## config.mk

```make
export PLATFORM = sky130hd
export DESIGN_NAME = reg_scoreboard_flat
export DESIGN_NICKNAME = d
export VERILOG_FILES = /design/src/rtl/regs_pkg.sv /design/src/rtl/reg_scoreboard_if.sv /design/src/rtl/reg_scoreboard_mux.sv /design/src/rtl/reg_scoreboard.sv /design/src/flat_wrapper.sv
export SDC_FILE = /design/constraint.sdc
export NUM_CORES = 1
export LEC_CHECK = 0
export ABC_AREA = 1
export CAP_MARGIN = 0
export CORE_MARGIN = 5
export CORE_UTILIZATION = 40
export DETAILED_ROUTE_END_ITERATION = 7
export PLACE_DENSITY_LB_ADDON = 0.3
export SETUP_SLACK_MARGIN = 0.5
export SLEW_MARGIN = 25
export SYNTH_ARGS = -nofsm -noshare
export SYNTH_HDL_FRONTEND = slang
export SYNTH_SLANG_ARGS = --single-unit
```

## constraint.sdc

```tcl
create_clock -name clk -period 3.8 [get_ports clk]
set_clock_uncertainty 0.15 [all_clocks]
set_input_delay 0.57 -clock clk [delete_from_list [all_inputs] [get_ports clk]]
set_output_delay 0.57 -clock clk [all_outputs]
set_load 0.1 [all_outputs]
```

## src/rtl/regs_pkg.sv

```systemverilog
// Shared register-index types and constants for the issue-stage scoreboard.
// The one-hot decode helper is shared by the top and the bench-facing interface.
package regs_pkg;

    localparam int REG_IDX_W = 5;
    localparam int NREG      = 32;

    typedef logic [REG_IDX_W-1:0] reg_idx_t;

    localparam reg_idx_t          XZR     = 5'd31;
    localparam logic [NREG-1:0]   XZR_BIT = 32'd1 << XZR;

    function automatic logic [NREG-1:0] reg_dec(input reg_idx_t idx);
        reg_dec      = '0;
        reg_dec[idx] = 1'b1;
    endfunction

endpackage

```

## src/rtl/reg_scoreboard_if.sv

```systemverilog
// Issue, writeback and status signals of the register scoreboard.
// master drives decode/writeback inputs; slave is the scoreboard itself.
interface reg_scoreboard_if
    import regs_pkg::*;
#(
    parameter int CNT_WIDTH = 16
);
    logic                 issue_valid;
    reg_idx_t             rs1;
    logic                 rs1_used;
    reg_idx_t             rs2;
    logic                 rs2_used;
    reg_idx_t             rd;
    logic                 rd_wr;
    logic                 wb_valid;
    reg_idx_t             wb_rd;
    logic                 flush;
    logic                 stall;
    logic                 issue_ack;
    logic [NREG-1:0]      busy_vec;
    logic [5:0]           pending_cnt;
    logic [CNT_WIDTH-1:0] stall_cycles;

    modport master (
        output issue_valid, rs1, rs1_used, rs2, rs2_used, rd, rd_wr,
        output wb_valid, wb_rd, flush,
        input  stall, issue_ack, busy_vec, pending_cnt, stall_cycles
    );

    modport slave (
        input  issue_valid, rs1, rs1_used, rs2, rs2_used, rd, rd_wr,
        input  wb_valid, wb_rd, flush,
        output stall, issue_ack, busy_vec, pending_cnt, stall_cycles
    );
endinterface

```

## src/rtl/reg_scoreboard_mux.sv

```systemverilog
// 32:1 one-bit mux over the register file, selected by a 5-bit register index.
// Latency: combinational; no backpressure.
module reg_scoreboard_mux
    import regs_pkg::*;
(
    input  logic [NREG-1:0] data,
    input  reg_idx_t        sel,
    output logic            bit_out
);
    assign bit_out = data[sel];
endmodule

```

## src/rtl/reg_scoreboard.sv

```systemverilog
// Busy-register scoreboard at issue: stalls RAW/WAW hazards, clears on writeback.
// Latency: stall/issue_ack combinational, state one cycle; stall is the backpressure to decode.
module reg_scoreboard
    import regs_pkg::*;
#(
    parameter int CNT_WIDTH = 16
)(
    input  logic           clk,
    input  logic           reset,
    reg_scoreboard_if.slave sb
);
    logic [NREG-1:0]      busy_q;
    logic [NREG-1:0]      busy_d;
    logic [NREG-1:0]      clr_vec;
    logic [NREG-1:0]      set_vec;
    logic [NREG-1:0]      lookup_vec;
    logic [5:0]           cnt_q;
    logic [CNT_WIDTH-1:0] stall_cnt_q;
    logic                 eb_rs1;
    logic                 eb_rs2;
    logic                 eb_rd;
    logic                 stall_w;
    logic                 ack_w;
    logic                 cnt_inc;
    logic                 cnt_dec;

    assign clr_vec = sb.wb_valid ? reg_dec(sb.wb_rd) : '0;

    // A writeback landing this cycle already satisfies the hazard.
    assign lookup_vec = busy_q & ~clr_vec & ~XZR_BIT;

    reg_scoreboard_mux u_mux_rs1 (.data(lookup_vec), .sel(sb.rs1), .bit_out(eb_rs1));
    reg_scoreboard_mux u_mux_rs2 (.data(lookup_vec), .sel(sb.rs2), .bit_out(eb_rs2));
    reg_scoreboard_mux u_mux_rd  (.data(lookup_vec), .sel(sb.rd),  .bit_out(eb_rd));

    assign stall_w = sb.issue_valid & ((sb.rs1_used & eb_rs1) |
                                       (sb.rs2_used & eb_rs2) |
                                       (sb.rd_wr    & eb_rd));
    assign ack_w   = sb.issue_valid & ~stall_w;

    assign set_vec = (ack_w & sb.rd_wr) ? (reg_dec(sb.rd) & ~XZR_BIT) : '0;

    // Set takes priority over a clear of the same register in one cycle.
    assign busy_d  = sb.flush ? '0 : ((busy_q | set_vec) & ~(clr_vec & ~set_vec));

    assign cnt_inc = |(set_vec & ~busy_q);
    assign cnt_dec = |(clr_vec & busy_q & ~set_vec);

    always_ff @(posedge clk) begin
        if (reset) begin
            busy_q      <= '0;
            cnt_q       <= '0;
            stall_cnt_q <= '0;
        end else begin
            busy_q <= busy_d;
            if (sb.flush) begin
                cnt_q <= '0;
            end else begin
                cnt_q <= cnt_q + {5'd0, cnt_inc} - {5'd0, cnt_dec};
            end
            if (stall_w && !(&stall_cnt_q)) begin
                stall_cnt_q <= stall_cnt_q + {{(CNT_WIDTH-1){1'b0}}, 1'b1};
            end
        end
    end

    assign sb.stall        = stall_w;
    assign sb.issue_ack    = ack_w;
    assign sb.busy_vec     = busy_q;
    assign sb.pending_cnt  = cnt_q;
    assign sb.stall_cycles = stall_cnt_q;

endmodule
```

## src/flat_wrapper.sv

```systemverilog
// flat-port wrapper written by rule: the top's interface ports become plain ports
module reg_scoreboard_flat import regs_pkg::*;
#(
    parameter int CNT_WIDTH = 16
)
  (clk, reset, sb_issue_valid, sb_rs1, sb_rs1_used, sb_rs2, sb_rs2_used, sb_rd, sb_rd_wr, sb_wb_valid, sb_wb_rd, sb_flush, sb_stall, sb_issue_ack, sb_busy_vec, sb_pending_cnt, sb_stall_cycles);
  reg_scoreboard_if #(.CNT_WIDTH(CNT_WIDTH)) sb_i ();
  input  logic clk;
  input  logic reset;
  input wire logic [$bits(sb_i.issue_valid)-1:0] sb_issue_valid;
  input wire logic [$bits(sb_i.rs1)-1:0] sb_rs1;
  input wire logic [$bits(sb_i.rs1_used)-1:0] sb_rs1_used;
  input wire logic [$bits(sb_i.rs2)-1:0] sb_rs2;
  input wire logic [$bits(sb_i.rs2_used)-1:0] sb_rs2_used;
  input wire logic [$bits(sb_i.rd)-1:0] sb_rd;
  input wire logic [$bits(sb_i.rd_wr)-1:0] sb_rd_wr;
  input wire logic [$bits(sb_i.wb_valid)-1:0] sb_wb_valid;
  input wire logic [$bits(sb_i.wb_rd)-1:0] sb_wb_rd;
  input wire logic [$bits(sb_i.flush)-1:0] sb_flush;
  output wire logic [$bits(sb_i.stall)-1:0] sb_stall;
  output wire logic [$bits(sb_i.issue_ack)-1:0] sb_issue_ack;
  output wire logic [$bits(sb_i.busy_vec)-1:0] sb_busy_vec;
  output wire logic [$bits(sb_i.pending_cnt)-1:0] sb_pending_cnt;
  output wire logic [$bits(sb_i.stall_cycles)-1:0] sb_stall_cycles;
  assign sb_i.issue_valid = sb_issue_valid;
  assign sb_i.rs1 = sb_rs1;
  assign sb_i.rs1_used = sb_rs1_used;
  assign sb_i.rs2 = sb_rs2;
  assign sb_i.rs2_used = sb_rs2_used;
  assign sb_i.rd = sb_rd;
  assign sb_i.rd_wr = sb_rd_wr;
  assign sb_i.wb_valid = sb_wb_valid;
  assign sb_i.wb_rd = sb_wb_rd;
  assign sb_i.flush = sb_flush;
  assign sb_stall = sb_i.stall;
  assign sb_issue_ack = sb_i.issue_ack;
  assign sb_busy_vec = sb_i.busy_vec;
  assign sb_pending_cnt = sb_i.pending_cnt;
  assign sb_stall_cycles = sb_i.stall_cycles;
  reg_scoreboard #(.CNT_WIDTH(CNT_WIDTH)) u_core (.clk(clk), .reset(reset), .sb(sb_i));
endmodule
```

==> results of run 1 <==
path summary, 6_finish.rpt:
kind | from | end | slack, ps | depth (start not counted)
setup / recovery | sb_wb_rd[4] | u_core.sb.pending_cnt[5]$_SDFF_PP0_ | -570 | 36
hold / removal | u_core.sb.stall_cycles[15]$_SDFFE_PP0P_ | u_core.sb.stall_cycles[15]$_SDFFE_PP0P_ | 330 | 2
setup reg to reg | u_core.sb.busy_vec[3]$_SDFF_PP0_ | u_core.sb.pending_cnt[5]$_SDFF_PP0_ | -210 | 33
hold reg to reg | u_core.sb.stall_cycles[15]$_SDFFE_PP0P_ | u_core.sb.stall_cycles[15]$_SDFFE_PP0P_ | 330 | 2
routing by layer:
metal | up-vias | GRT usage, %
met5 | - | 0
met4 | 0 | 12.5
met1 | 3200 | 39.5
met2 | 437 | 47.8
li1 | 3286 | -
met3 | 95 | 6.34
synthesized netlist by cell type:
cell	number	area, sq um
o21ai_1	7	35.0
inv_2	6	22.5
nor4_1	1	6.26
o21ai_0	28	140
buf_2	7	35.0
buf_1	6	22.5
a211oi_1	1	7.51
o21bai_1	4	30.0
nand3_1	103	515
and3_1	1	6.26
nor3_1	24	120
nand3b_1	1	7.51
nor3b_1	2	15.0
nor2_2	4	25.0
ha_1	7	87.6
nand3_2	1	10.0
fa_1	1	20.0
nand2_1	222	833
clkbuf_1	11	41.3
clkinv_1	2	7.51
xor2_1	2	17.5
a21boi_0	1	7.51
dfxtp_1	54	1080
inv_1	103	387
nor3_2	1	10.0
o21a_1	2	15.0
nand4_1	41	257
a21oi_1	53	265
nor2_1	153	574
nor2_4	1	11.3
buf_4	2	15.0
registers in the layout (all words and copies together) (netlist names):
signal / cells
u_core.sb.stall_cycles: 16
u_core.sb.busy_vec: 32
u_core.sb.pending_cnt: 6
what timing repair did:
| action | 4_1_cts | 5_1_grt |
|---|---|---|
| buffers inserted | 35 | 9 |
| setup endpoints to repair | 24 | 10 |
| resized for setup | 167 | 67 |
| cloned | 3 | 1 |
| pin swaps | 58 | 42 |
power by group:
part / internal [W] / switching [W]
Combinational: 0.000220 / 0.000309
Sequential: 0.000569 / 0.00000436
Clock: 0.000316 / 0.000247
Total: 0.00111 / 0.000560
tightest hold or removal path, delay by kind of cell (launching register included):
kind / cells / cell delay [ps]
compound gates: 1 / 50
buf+inv: 1 / 70
flops: 1 / 320
cell type report:
| type | instances | share of cell area, % |
|---|---|---|
| inverters | 111 | 5.26 |
| multi-input cells | 661 | 44.9 |
| flip-flops and latches | 54 | 13.5 |
| well taps | 143 | 2.19 |
| clock inverters | 3 | 0.581 |
| repair buffers | 277 | 32.0 |
| clock buffers | 5 | 1.53 |
cells by family after synthesis:
family	after synthesis	share of synthesized area, %
AOI/OAI and AO/OA	96	10.8
and+or+nand+nor	555	51.7
DFF	54	23.4
xor gates and xnor gates	2	0.379
adders and majority gates	8	2.32
buffers and inverters	137	11.5
per-stage QoR:
step           std cells  utilization, %
5_1_grt             1254            72.0
3_5_place_dp        1198            60.3
4_1_cts             1244            68.8
2_1_floorplan        852               -
3_3_place_gp        1198            60.3
6_report            1254            72.0
==> results.md, run 1 <==
Logic synthesis:
- The number of warnings reported in the yosys synthesis log is 0.
- The synthesized area divided by synthesized cell count is 5.43 sq um.
- For this run, the register share of the synthesized area comes to 23.4%.
- Synthesis produced a netlist whose cell count is 852.
- The netlist area before placement is around 4600 sq um.
- When the netlist entered floorplanning its net count stood at roughly 900.
- Synthesis instantiated 31 different standard cells from the library.
- Counting flops and latches in the post-synthesis netlist gives 54.

CTS:
- For this design, the sink count on the clock tree is 54.
- The clock transition time at the flip-flop clock pins of the worst setup and hold paths is 80 ps.
- The number of buffers inserted by hold repair at cts is 0.
- The later pin in the worst-skew pair is clocked with a latency of 310 ps.
- The CTS tree is yes.
- The longest clock path from root to sink contains 2 buffers.
- The number of CTS-inserted buffers is 5.
- The buffer cell driving the clock tree root is clkbuf_16.
- CTS built an H-tree with a depth of 2.

Finish:
- In the layout the commonest cells are nand2_1, buf_4, nor2_1.
- The area growth from synthesis to final layout is 76.8%.
- The final-layout fill cell count is 914.
- The multi-input combinational cells in the finished layout cover a total of 3680 sq um.
- The combined flip-flop and latch cell area is 1100 sq um.
- The number of diodes added for antenna fixing is 0.
- In the final layout, the share of cells above drive strength 1 is ~33%.
- Leaving out fill and tap cells, the most frequent cell in the layout is nand2_1.
- After routing the design area is 8180 sq um.
- After the last flow step, the layout net total stands at 1146.

STA:
- Based on the critical path, the design can be clocked at up to 229 MHz.
- Hold timing on the final database bottoms out at a slack of 329 ps.
- For the pin with the worst max-slew slack, the measured transition is approximately 1000 ps.
- The number of hold violations in the final report was 0.
- The worst-case headroom to the max-slew limit is 33.0%.
- The max-slew violation total from the final report is 0.
- Dividing the final minimum period by the clock period gives 115%.
- Setup repair after global routing could not meet its margin everywhere.
- The setup-violating endpoint count in the final report is 6.
- The time the final worst path needs with I/O delays and setup is 4370 ps.
- Setup total negative slack on the finished layout was measured at -2490 ps.
- Once routing completed, OpenROAD measured the worst setup slack at -571 ps.

Drt:
- Once detail routing completed, the nets flagged for antenna violations numbered 0.
- After the first detailed-routing iteration, the DRC count stood at between 700 and 800.
- For this run, design rule violations remaining after detail routing come to 0.
- Detailed routing placed a total of 2.21 mm of wire on met3.
- The top routing layer in use is met4.
- The number of search-and-repair iterations in the first detailed-routing pass is 8.
- The via-per-instance ratio is 5.60.
- The number of vias after detailed routing is between 7k and 8k.
- The routed metal-1 wirelength is roughly 9.2 mm.
- The routed design has ~23 mm of wire.
- After detailed routing, the average wire length per cell comes to 18.1 um.
- Detailed routing placed a total of 10.2 mm of wire on met2.

Setup path:
- The kind of end point of the critical path is a register.
- The peak per-stage delay on the critical path is around 280 ps.
- Among the stages of the critical path, the cell type that occurs most often is nor2_1.
- The critical path class is in -> reg.
- For the worst setup path, the data required time is 3880 ps.
- The endpoint arrival time on the critical path is 4450 ps.
- The largest fanout on the critical path is 9.
- On the critical path, the stage with the largest delay is an instance of ha_4.
- The critical path startpoint category is an input port.
- The critical path contains buffers and inverters numbering 5 combined.
- The family of cells with the greatest summed delay on the critical path is simple AND/OR/NAND/NOR gates.

Floorplan:
- The die covers around 14000 sq um.
- The row count is 39.
- The total area inside the core boundary comes to 11400 sq um.
- The number of I/O pins is 84.
- The die height is roughly 120 um.
- Once the floorplan was initialized, standard cells occupied about two fifths of the core.
- From left edge to right edge, the die measures 118 um.

Placement:
- The standard cell area after detailed placement is 6850 sq um.
- The quantity of I/O buffers inserted on ports is 83.
- The HPWL after detailed placement is 15.7 mm.
- Prior to clock tree synthesis, the placed netlist has a worst setup slack of -1290 ps.
- The final weighted congestion in routability-driven placement is between 1 and 1.5.

Power and ir drop:
- The overall power consumption is 0.00167 W.
- Across the VDD grid, the largest voltage drop is 0.209 mV.
- The leakage power is 3.45 nW.
- Dividing total power by cell area gives a power density of ~200 nW/um^2.

Global routing:
- The number of antenna violations at the first check in global routing was 0.
- The number of global-route vias before repair is around 6.7k.
- The overall global routing resource usage is 30.1%.
- The first global-routing pass estimated 34.3 mm of wire.
- The total overflow left after global routing is 0.
- Entering global routing, the biggest net connects 61 pins.

Worst hold path:
- In this run the worst hold path is classified as reg -> reg.

Outcome:
- The final reports fail on setup timing.
- The run finished, with violations left.

Job:
- The max-capacitance violation count is 0.
No activity file was read; power rests on OpenSTA's default activity.
==> run 2, diff against run 1 <==
--- a/config.mk
+++ b/config.mk
@@ -7,7 +7,7 @@
 export LEC_CHECK = 0
 export ABC_AREA = 1
 export CAP_MARGIN = 0
-export CORE_MARGIN = 5
+export CORE_MARGIN = 8
 export CORE_UTILIZATION = 40
 export DETAILED_ROUTE_END_ITERATION = 7
 export PLACE_DENSITY_LB_ADDON = 0.3
==> run 2 against run 1 <==
Compared with the run above:
- the run still ends with setup timing left
- utilization shrank 0.83 points
- total power shrank 3.5%
- clock power shrank 11%
- first-iteration DRC count grew 16%
- sequential power is essentially flat
- clock-buffer cell count is the same
- register-to-register slack is essentially flat
- critical path type unchanged
- critical endpoint unchanged
==> results.md, run 2 (synthesis gave the netlist of run 1 again) <==
Outcome:
- The run finished, with violations left.
- The final reports fail on setup timing.

Drt:
- The DRC violation total after the first TritonRoute iteration is 919.
- The via-per-instance ratio is around 5.6.
- Dividing the detail-routed wire length by the instance count gives 17.7 um.
- The routed design has 22.3 mm of wire.
- After detailed routing, the number of remaining DRC violations is 0.
- Once detail routing completed, the nets flagged for antenna violations numbered 0.
- The detailed router placed 7063 vias in this run.
- The number of search-and-repair iterations in the first detailed-routing pass is 6.

Finish:
- The commonest non-fill, non-tap cell in the layout is nand2_1.
- Cells with a size suffix above 1 make up 34.1% of the layout.
- The flip-flop count of the largest register after layout is 32.
- The top cell types in the final layout, fill and taps aside, are nand2_1, buf_4, nor2_1.
- The repair_antennas step left the layout with diodes totalling 0.
- Summing all multi-input logic gate instances after layout gives 3650 sq um.
- The final-layout fill cell count is 966.
- The net count reported at finish is 1151.
- Relative to the synthesized area, the layout overhead comes to 74.8%.
- The sequential cells in the finished layout cover a total of 1100 sq um.

Global routing:
- The number of antenna violations at the first check in global routing came to 0.
- The largest net degree at the start of global routing is 61.
- The first-pass GRT wire length is 32.8 mm.
- The number of global-route vias before repair was ~6.4k.
- In the global route stage, overall resource usage came out at between 20% and 30%.
- The sum of overflow across all layers after global routing is 0.

Floorplan:
- The number of I/O pins is 84.
- The die is 124 um tall.
- In this run the horizontal extent of the chip is between 100 and 150 um.
- The initial core utilization is 40.7%.
- The region available for standard cell placement spans 11400 sq um.
- The row count is 39.
- The floorplan step defined a die boundary enclosing 15300 sq um.

Setup path:
- Of all nets on the critical path, the largest fanout is 7.
- The largest single stage delay on the critical path is 260 ps.
- The worst setup path is launched from an input port.
- STA classifies the critical path endpoint as a register.
- The slowest stage of the critical path belongs to the cell ha_4.
- The critical path class is in -> reg.
- The cell depth of the worst flop-to-flop path is 32.
- Together, buffers and inverters on the worst path number 6.
- The end of the worst register-to-register path is u_core.sb.pending_cnt[5]$_SDFF_PP0_.
- The launch instance of the worst register-to-register path is u_core.sb.busy_vec[24]$_SDFF_PP0_.
- The kind of cell with the highest combined delay along the critical path is simple AND/OR/NAND/NOR gates.
- The library cell appearing most often on the critical path is nand2_1.
- The endpoint arrival time on the critical path is 4500 ps.
- For the worst setup path, the data required time is roughly 3900 ps.
- The setup slack of the most critical reg-to-reg path is -210 ps.

Placement:
- The quantity of I/O buffers inserted on ports is 83.
- The final weighted congestion in routability-driven placement is 1.04.
- Timing analysis after detailed placement gives a worst setup slack of -1280 ps.
- After legalization and detailed placement, the total HPWL measured 15.6 mm.

CTS:
- For the worst-skew pair, the clock arrives at the later sink with an insertion delay of 310 ps.
- The number of CTS-inserted buffers is 5.
- The CTS tree is yes.
- The number of buffers inserted by hold repair at cts is 0.
- No sink is reached through more buffers than the 2 on the longest clock path.
- The buffer cell driving the clock tree root is clkbuf_16.
- The clock transition time at the flip-flop clock pins of the worst setup and hold paths is 80 ps.
- The H-tree was split into 2 levels.
- For this design, the sink count on the clock tree is 54.

STA:
- The share of the clock period used by the worst path after layout is 116%.
- The worst hold slack across all endpoints is about 310 ps.
- Setup repair after global routing could not meet its margin everywhere.
- After layout, the minimum clock period comes to 4410 ps.
- Setup violations remaining at the end of the flow were counted as 5.
- The achievable clock frequency is 227 MHz.
- For the pin with the worst max-slew slack, the measured transition is about 1000 ps.
- The number of hold violations in the final report is 0.
- Setup slack on the critical path of the routed design comes to -608 ps.
- The max-slew violation total from the final report is 0.
- The worst-case headroom to the max-slew limit is between 30 and 40%.

Worst hold path:
- The startpoint of the lowest-slack hold path is u_core.sb.busy_vec[31]$_SDFF_PP0_.
- The class of the tightest hold or removal check is reg -> reg.
- Along the worst hold path, the cell count comes to 2.
- The worst hold path terminates at u_core.sb.busy_vec[31]$_SDFF_PP0_.

Power and ir drop:
- The worst-case vdd ir drop is between 0.15 and 0.2 mV.
- The power density over cell area is 199 nW/um^2.
- Summing internal, switching and leakage power gives 0.00161 W.
- The leakage power is 3.40 nW.

Job:
- Max-cap violations in this run came to 0.
-- run 2: changes by cell type in the layout (fill, tap and decap cells not counted), moves of 3 or more --
cell           delta
dlygate4sd2_1     -4
clkbuf_2          +3
inv_1             -6
nand3_4           +3
inv_2             +5
buf_4            +22
nand3_2           -5
buf_6            -19
-- run 2: worst max path at each step --
stage                           start                                  end  depth (start not counted)
final                     sb_wb_rd[2]  u_core.sb.pending_cnt[5]$_SDFF_PP0_                         35
after global routing      sb_wb_rd[3]  u_core.sb.pending_cnt[5]$_SDFF_PP0_                         36
after CTS                 sb_wb_rd[3]  u_core.sb.pending_cnt[5]$_SDFF_PP0_                         36
after detailed placement  sb_wb_valid  u_core.sb.pending_cnt[4]$_SDFF_PP0_                         34
after global placement    sb_wb_rd[3]  u_core.sb.pending_cnt[4]$_SDFF_PP0_                         32
after floorplan           sb_wb_rd[1]  u_core.sb.pending_cnt[4]$_SDFF_PP0_                         32
-- run 2: routing by layer --
layer	vias to the layer above	global-route usage, %	wire length [um]
li1	3312	-	-
met1	3184	36.0	8900
met2	474	44.2	10000
met3	93	4.47	2390
met4	0	11.5	937
met5	-	0	0
-- run 2: worst register-to-register path: cells and delay by family, from the launching register on --
family,cells,cell delay (ps)
adders and majority gates,2,410
and+or+nand+nor,22,2130
DFF,1,340
buffers and inverters,4,490
AOI/OAI and AO/OA,4,430
-- run 2: final cells by class --
class / count / area share, %
Clock inverter: 3 / 0.309
Timing Repair Buffer: 282 / 31.8
Tap cell: 143 / 2.21
Sequential cell: 54 / 13.6
Multi-Input combinational cell: 661 / 45.2
Clock buffer: 5 / 1.55
Inverter: 111 / 5.35
-- run 2: repair_timing --
action	in CTS	in global routing
gates resized for setup	157	68
buffers inserted	26	14
gates cloned	3	1
endpoints found under the setup margin	24	15
pin swaps	43	43
-- run 2: per-stage QoR --
step	utilization, %	cells	setup TNS, ps	cell area [sq um]
finish	71.1	1259	-2470	8090
detailed placement	60.7	1207	-7600	6910
CTS	68.4	1244	-1060	7780
floorplan	-	852	0	4790
global route	71.1	1259	-3670	8090
global placement	60.7	1207	-7490	6910
-- run 2: power breakdown --
| group | leakage [nW] | total, W | internal (W) | switching, W |
|---|---|---|---|---|
| clock | 0.0704 | 0.000498 | 0.000249 | 0.000249 |
| combinational | 2.89 | 0.000537 | 0.000224 | 0.000313 |
| sequential | 0.445 | 0.000573 | 0.000569 | 0.00000382 |
| total | 3.40 | 0.00161 | 0.00104 | 0.000566 |
==> run 3, diff against run 2 <==
--- a/config.mk
+++ b/config.mk
@@ -10,6 +10,7 @@
 export CORE_MARGIN = 8
 export CORE_UTILIZATION = 40
 export DETAILED_ROUTE_END_ITERATION = 7
+export GPL_ROUTABILITY_DRIVEN = 0
 export PLACE_DENSITY_LB_ADDON = 0.3
 export SETUP_SLACK_MARGIN = 0.5
 export SLEW_MARGIN = 25
==> run 3 against run 2 <==
Compared with the run above:
- non-clock buffer count shrank 7
- global-route usage rose by 0.22 points
- largest cell class unchanged
- critical path depth increased by 1
- sequential cell count unchanged
- cell area fell by 1.6%
- the flow still finishes with violations (setup timing)
- routed wire length fell by 1.6%
- critical path type unchanged
- utilization down 1.1 points
- first-iteration DRC count is 18% higher
- fmax shrank 3.2%
- highest routed layer unchanged
- largest power group unchanged
- clock power decreased by 1%
- critical endpoint unchanged
==> results.md, run 3 (synthesis gave the netlist of run 1 again) <==
Outcome:
- The flow ran to the end, but the final reports show violations.
- The final reports fail on setup timing.

Placement:
- The setup slack after placement is -1250 ps.
- The HPWL after detailed placement is between 15 and 20 mm.
- In this run the tool buffered the top-level ports with 83 buffer cells.

STA:
- The max-slew violation total from the final report is 0.
- The setup-violating endpoint count in the final report is 8.
- The time the final worst path needs with I/O delays and setup is 4550 ps.
- For this run, the top clock speed supported by timing is 220 MHz.
- The number of hold violations in the final report is 0.
- Across all setup checks in the final design, the least slack found is -755 ps.
- Measured against its own limit, the worst slew margin works out to 32.8%.
- The worst path uses 120% of the clock period.
- Setup repair after global routing could not meet its margin everywhere.
- The final sum of negative setup slack is -3700 ps.
- At the pin with the least slew margin, the transition time is 1010 ps.

Drt:
- The DRC violation count after routing is 0.
- The detail-routed net length per standard cell is 17.5 um.
- After the first detailed-routing iteration, the DRC count stood at 1082.
- After detailed routing, the number of vias per cell comes to 5.61.
- Before antenna repair, the detailed router went through 6 iterations.
- The number of vias after detailed routing is 7021.
- The detailed-route wire length is 21.9 mm.
- The count of nets left with antenna violations once routing finished came out at 0.

Setup path:
- The largest single stage delay on the critical path is approximately 270 ps.
- The number of cells on the worst reg-to-reg path is 32.
- The number of buffers and inverters on the critical path is 5.
- The master of the slowest instance on the critical path is nor2_4.
- For the worst setup path, the data required time is slightly below 4000 ps.
- The launch instance of the worst register-to-register path is u_core.sb.busy_vec[3]$_SDFF_PP0_.
- Across all register-to-register paths, the minimum setup slack is -280 ps.
- In this run the worst path has a maximum fanout of 7.
- Broken down by cell family, the worst path's largest delay share belongs to simple AND/OR/NAND/NOR gates.
- The setup path with the least slack is of type in -> reg.
- The kind of end point of the critical path is a register.
- The end of the worst register-to-register path is u_core.sb.pending_cnt[5]$_SDFF_PP0_.
- The start point of the critical path is sb_wb_rd[3].
- In this design, the critical path's most frequently occurring cell is nor2_1.
- STA classifies the critical path startpoint as an input port.
- The endpoint arrival time on the critical path is 4640 ps.

Power and ir drop:
- The design draws 0.00158 W.
- For this design the ratio of total power to cell area is 199 nW/um^2.
- The worst-case vdd ir drop is 0.215 mV.
- The leakage power is approximately 3.3 nW.

Finish:
- The net count reported at finish is 1144.
- The utilization of the core after routing is 70.0%.
- Leaving out fill and tap cells, the most frequent cell in the layout is nand2_1.
- Fill cells in the final layout number just under 900.
- The number of diodes added for antenna fixing is 0.
- The top cell types in the final layout, fill and taps aside, are nand2_1, buf_4, nor2_1.
- In the final layout, the share of cells above drive strength 1 is about a third.
- From synthesis to final layout, the design area changed by 72.0%.
- The register with the most flip-flops in the layout has 32 of them.

CTS:
- Buffers inserted during clock tree synthesis total 5.
- The H-tree was split into 2 levels.
- No sink is reached through more buffers than the 2 on the longest clock path.
- Clock tree synthesis selected as its root buffer the cell clkbuf_16.
- The clock drives 54 sinks.
- The CTS tree is yes.
- The clock transition time at the flip-flop clock pins of the worst setup and hold paths is 80 ps.
- The number of buffers inserted by hold repair at cts is 0.
- The clock latency on the worst-skew pair is roughly 300 ps.

Job:
- The max-capacitance violation count is 0.

Worst hold path:
- The min-delay analysis places its worst path in the category reg -> reg.
- The startpoint of the lowest-slack hold path is u_core.sb.busy_vec[31]$_SDFF_PP0_.
- For hold timing, the worst endpoint is u_core.sb.busy_vec[31]$_SDFF_PP0_.
- Counting instances, the worst hold path has a depth of 2.

Floorplan:
- The floorplan step set the die width to 124 um.
- The die height is around 120 um.
- In this run the standard cell core region covers 11400 sq um.
- The floorplan has 39 rows.
- The initial core utilization is 40.7%.
- 84 I/O pins were placed.
- The die covers between 15000 and 20000 sq um.

Global routing:
- The overall global routing resource usage is 27.8%.
- The first global-routing pass estimated approximately 34 mm of wire.
- The sum of overflow across all layers after global routing is 0.
- The largest net degree at the start of global routing is 61.
- The number of antenna violations at the first check in global routing is 0.
- The number of global-route vias before repair came to 6648.
==> run 3: cell types whose count changed in the layout (fill, tap and decap cells not counted), moves of 3 or more <==
cell,delta
inv_2,-3
buf_4,-9
buf_6,+3
nand2_2,+3
nor2_4,-3
nor2_2,-4
nand3_1,+4
inv_1,+5
nor2_1,+7
==> run 3: worst max path at each step <==
stage | endpoint | slack (ps) | depth (start not counted)
2_1_floorplan | u_core.sb.pending_cnt[4]$_SDFF_PP0_ | 6 | 32
3_3_place_gp | u_core.sb.pending_cnt[4]$_SDFF_PP0_ | -1210 | 32
3_5_place_dp | u_core.sb.pending_cnt[5]$_SDFF_PP0_ | -1250 | 36
4_1_cts | u_core.sb.pending_cnt[5]$_SDFF_PP0_ | -300 | 36
5_1_grt | u_core.sb.pending_cnt[5]$_SDFF_PP0_ | -900 | 37
6_report | u_core.sb.pending_cnt[5]$_SDFF_PP0_ | -750 | 36
==> run 3: layout make-up <==
class,instances,area (sq um),share of cell area [%]
multi-input combinational,661,3560,44.8
tap,143,179,2.25
inverter,111,427,5.36
clock buffer,5,125,1.57
sequential,54,1100,13.9
clock inverter,3,25.0,0.314
timing repair buffer,275,2540,31.9
==> run 3: through the flow <==
| stage | hold WS [ps] | std cells | instance area (sq um) |
|---|---|---|---|
| finish | 328 | 1252 | 7960 |
| global placement | 298 | 1193 | 6790 |
| CTS | 323 | 1245 | 7790 |
| detailed placement | 311 | 1193 | 6790 |
| floorplan | 489 | 852 | 4790 |
| global route | 363 | 1252 | 7960 |
==> run 3: per-layer routing <==
metal	global-route usage, %	up-vias	part of all wire [%]
li1	-	3289	-
met1	35.7	3095	38
met2	43.0	516	44
met3	5.16	121	12
met4	15.7	0	6.0
met5	0	-	0
==> run 3: power breakdown <==
part | internal [W] | switching [W] | total [W]
Clock | 0.000249 | 0.000244 | 0.000493
Combinational | 0.000215 | 0.000302 | 0.000517
Sequential | 0.000569 | 0.00000400 | 0.000573
==> run 3: what timing repair did <==
item / in CTS / in global routing
hold endpoints to repair: 0 / 0
resized for setup: 167 / 33
pin swaps: 27 / 30
buffers inserted: 40 / 7
cloned: 4 / 0
setup endpoints to repair: 22 / 12
==> run 3: tightest hold or removal path, delay by kind of cell (launching register included) <==
kind             cells  cell delay [ps]
DFF                  1              330
and+or+nand+nor      2              110
